[config.mk]
export PLATFORM = sky130hd
export DESIGN_NAME = dncntr_timer
export DESIGN_NICKNAME = d
export VERILOG_FILES = /design/src/rtl/cntr_pkg.sv /design/src/rtl/dncntr_core.sv /design/src/rtl/dncntr_timer.sv
export SDC_FILE = /design/constraint.sdc
export NUM_CORES = 1
export LEC_CHECK = 0
export CAP_MARGIN = 30
export CORE_UTILIZATION = 45
export DETAILED_ROUTE_END_ITERATION = 10
export GPL_TIMING_DRIVEN = 0
export HOLD_SLACK_MARGIN = 0.02
export PLACE_DENSITY = 0.82
export SLEW_MARGIN = 5
export SYNTH_ARGS = -nofsm -noshare
export SYNTH_HDL_FRONTEND = slang
export SYNTH_SLANG_ARGS = --single-unit
[constraint.sdc]
create_clock -name clk -period 1.89 [get_ports clk]
set_input_delay 0.567 -clock clk [delete_from_list [all_inputs] [get_ports clk]]
set_output_delay 0.567 -clock clk [all_outputs]
set_load 0.05 [all_outputs]
[src/rtl/cntr_pkg.sv]
// cntr_pkg: shared state encoding and default width for the counter family.
package cntr_pkg;
  localparam int CNTR_W = 4;
  typedef enum logic [1:0] {
    IDLE   = 2'b00,
    RUN    = 2'b01,
    HOLD   = 2'b10,
    EXPIRE = 2'b11
  } state_t;
endpackage

[src/rtl/dncntr_core.sv]
// dncntr_core: loadable down-count register with zero and one flags.
module dncntr_core import cntr_pkg::*; #(
  parameter int WIDTH = CNTR_W
) (
  input  logic             clk,
  input  logic             rst,
  input  logic             ld,
  input  logic             dec,
  input  logic [WIDTH-1:0] d,
  output logic [WIDTH-1:0] q,
  output logic             zero,
  output logic             one
);
  assign zero = q == '0;
  assign one  = q == WIDTH'(1);
  // Decrement is gated on nonzero so the count can never wrap to all-ones.
  always_ff @(posedge clk or negedge rst)
    if (!rst) q <= '0;
    else if (ld) q <= d;
    else if (dec && !zero) q <= q - WIDTH'(1);
endmodule

[src/rtl/dncntr_timer.sv]
// dncntr_timer: loadable down-counting timer with one-shot/periodic modes,
// pause, and a one-cycle terminal-count strobe decoded from state flops.
module dncntr_timer import cntr_pkg::*; #(
  parameter int WIDTH = CNTR_W
) (
  input  logic             clk,
  input  logic             rst,
  input  logic [WIDTH-1:0] d,
  input  logic             ld,
  input  logic             start,
  input  logic             pause,
  input  logic             periodic,
  output logic [WIDTH-1:0] q,
  output logic             busy,
  output logic             tc
);
  state_t state, state_nxt;
  logic [WIDTH-1:0] reload;
  logic zero, one, counting, rearm, dec, core_ld;
  assign counting = state == RUN || state == HOLD;
  assign rearm    = state == EXPIRE && periodic && reload != '0;
  assign dec      = counting && !pause && !ld;
  assign core_ld  = ld || rearm;
  dncntr_core #(.WIDTH(WIDTH)) u_core (
    .clk  (clk),
    .rst  (rst),
    .ld   (core_ld),
    .dec  (dec),
    .d    (ld ? d : reload),
    .q    (q),
    .zero (zero),
    .one  (one)
  );
  always_comb
    state_nxt = ld ? IDLE :
                state == IDLE ? (start ? (zero ? EXPIRE : RUN) : IDLE) :
                counting ? (pause ? HOLD : one ? EXPIRE : RUN) :
                rearm ? RUN : IDLE;
  always_ff @(posedge clk or negedge rst)
    if (!rst) begin
      state  <= IDLE;
      reload <= '0;
    end else begin
      state <= state_nxt;
      if (ld) reload <= d;
    end
  assign busy = counting;
  assign tc   = state == EXPIRE;
endmodule

==> results.py <==
metrics = {
    "pwr": {
        "p_clk_frac": 0.256,
        "power.density_mw_per_mm2": 923.1,
        "power_switching_uw": 259.3,
        "combPwrFrac": 0.363,
        "swShare": 0.3541,
        "seqPwrFrac": 0.381,
        "p_leak_nw": 0.3519,
        "power.internal_uw": 472.9,
        "vdd_drop_max_v": 0.0006685,
    },
    "critical_path": {
        "crit_slowest_cell": "dlygate4sd2_1",
        "crit_path_start_kind": "flop",
        "cp-end-kind": "output port",
        "path_class": "flop to output port",
        "critPathArrivalTime_ps": 1250,
        "critPathMaxFanout": 6,
        "crit_chain": "dlygate4sd2_1",
        "crit_buf_inv": 1,
        "cpPeakStageDelay_ps": 550,
        "required_ps": 1320,
        "reg2reg_slack_ps": 240,
        "path_delay_family": "buffers and inverters",
    },
    "final_layout": {
        "final_cell_mix": "9 x dfrtp_1, 8 x clkdlybuf4s50_1, 7 x mux2_2",
        "drive_gt1_frac": 0.2857,
        "layout_commonest_cell": "dfrtp_1",
        "fin_cells": 84,
        "layout.nets": 86,
        "fillerInstances": 102,
        "syn2layout_area_growth_pct": 29.92,
        "design_area_um2": 793.3,
        "diodes": 0,
    },
    "detailed_routing": {
        "via_per_inst": 5.095,
        "final_antenna_net_count": 0,
        "wl_per_cell_um": 12.18,
        "wirelength_um": 1023,
        "drtIter0Drc": 2,
        "routed-via-count": 428,
        "drtPass1Iterations": 2,
        "drc": 0,
    },
    "synthesis": {
        "synth_area_leaders": "dfrtp_1 41%, mux2_2 13%, ha_1 10%",
        "ys_seq_elements": 10,
        "synthDistinctLibCells": 25,
        "synth_sequential_area_ratio": 0.4098,
        "yosys.area.top_type_share": 0.4098,
        "synth_fp_nets": 67,
        "syn_inst": 52,
        "synth_area_leader_cell": "dfrtp_1",
        "synth_warnings": 0,
        "avgSynthCellArea_um2": 11.74,
        "netlist_area_um2": 610.6,
    },
    "global_routing": {
        "overflow": 0,
        "grt_pass1_vias": 451,
        "grt_pass1_wl_um": 1711,
        "grt_max_degree": 11,
        "grt_usage": 0.1705,
        "antenna_found_initial": 0,
    },
    "placed_design": {
        "dp.cells": 80,
        "hpwl_um": 829,
        "pre_cts_ws_ps": -220.3,
        "portBuffers": 14,
        "placed_cell_area_um2": 769.5,
        "finalWeightedCongestion": 0.7202,
    },
    "timing": {
        "max-slew-margin-rel": 0.6765,
        "tns_ps": 0,
        "setup_ws_ps": 68.35,
        "hold_viol": 0,
        "min_period_ps": 1822,
        "fmax_mhz": 549.0,
        "fin_crit_sh": 0.9638,
        "setup_viol": 0,
        "rsz0062_at_grt": "false",
        "fin_skew_ps": 6.853,
        "final-max-slew-violation-count": 0,
        "tightestPinTransition_ps": 487.2,
    },
    "floorplanning": {
        "die_h_um": 38.84,
        "die_w_um": 38.84,
        "dieArea_mm2": 0.001508,
        "start_util": 0.5148,
        "ioPinCount": 16,
        "coreArea_mm2": 0.001186,
        "rows": 12,
    },
    "clock_network": {
        "cts_sinks": 10,
        "clk_pin_slew_ps": 70,
        "worstSkewPairLatency_ps": 260,
        "cts_buffers": 3,
        "clk_path_buf_depth": 2,
        "cts_setup_buffers": 0,
        "h-tree-depth": 1,
        "cts_tree": "done",
        "cts_hold_buffers": 0,
        "cts-resized-gates": 11,
        "root_buffer": "clkbuf_4",
    },
    "worst_hold_path": {
        "min_path_type": "primary input to flop",
    },
    "status": {
        "status": "complete, no violations",
    },
    "run": {
        "cap_violations": 0,
    },
}
[sequential cells by signal, summed over array words and instances (netlist names)]
name      flops
u_core.q      4
reload        4
state         2
[layer usage]
metal / wire, µm / up-vias / track usage
met1: 434 / 199 / 0.1942
met5: 0 / - / 0
met3: 80 / 0 / 0.07514
li1: - / 215 / -
met2: 508 / 14 / 0.2958
met4: 0 / 0 / 0.02586
[cell type report]
| class | instances | area [µm²] | area share |
|---|---|---|---|
| repair buffers | 14 | 127.6 | 0.1609 |
| flip-flops and latches | 10 | 251.5 | 0.3170 |
| plain buffers | 1 | 5.005 | 0.006309 |
| clock buffers | 4 | 36.28 | 0.04574 |
| inverters | 4 | 15.01 | 0.01893 |
| multi-input cells | 37 | 340.3 | 0.4290 |
| well taps | 14 | 17.52 | 0.02208 |
[synthesized netlist by cell type]
cell / number
dfrtp_1: 10
ha_1: 5
o21a_1: 1
nor2b_4: 1
xor2_1: 1
mux2_2: 7
nand2_1: 1
o21bai_2: 1
nor2_1: 2
nor2b_2: 1
o21ai_0: 1
nor3b_1: 1
a21oi_1: 2
buf_2: 1
and3b_2: 1
or3b_1: 1
and4bb_1: 1
xnor2_1: 1
nor4_4: 1
mux2i_1: 1
nand3_1: 1
nor3_1: 3
mux2_1: 1
nor2b_1: 2
inv_1: 4
[logic make-up after synthesis]
family | count (synthesis) | synth area share
AO/OA/AOI/OAI | 5 | 0.05532
buffers and inverters | 5 | 0.03277
adder cells (fa/ha/maj) | 5 | 0.1025
AND/OR/NAND/NOR | 16 | 0.2069
flip-flops | 10 | 0.4098
XOR/XNOR | 2 | 0.02869
multiplexers | 9 | 0.1639
[power groups by stage]
stage | logic (mW) | registers (mW) | clock network [mW]
after floorplan | 0.130 | 0.344 | 0
after global placement | 0.279 | 0.283 | 0
after detailed placement | 0.283 | 0.284 | 0
after CTS | 0.267 | 0.280 | 0.193
after global routing | 0.291 | 0.283 | 0.201
final | 0.266 | 0.279 | 0.188
[metrics by stage]
stage | hold WS (ps) | total power, mW | util
after CTS | 572.5 | 0.7402 | 0.6709
after global routing | 596.9 | 0.7758 | 0.6688
after global placement | 573.5 | 0.5619 | 0.6487
after floorplan | 271.4 | 0.4738 | -
final | 579.3 | 0.7323 | 0.6688
after detailed placement | 573.7 | 0.5674 | 0.6487
[worst register-to-register path: cells and delay by family, from the launching register on]
family	cells	cell delay, ps
buffers and inverters	1	120
adder cells (fa/ha/maj)	1	170
multiplexers	2	390
AND/OR/NAND/NOR	2	440
flip-flops	1	420
[worst paths after layout]
check                            start           to  depth (start not counted)
max in group asynchronous          rst  u_core.q[0]                          1
hold reg to reg              reload[3]    reload[3]                          1
setup reg to reg           u_core.q[0]  u_core.q[1]                          6
setup / recovery           u_core.q[2]         q[2]                          1
min in group asynchronous          rst    reload[3]                          1
hold / removal                      ld     state[1]                          2
(Power assumes the default switching activity.)
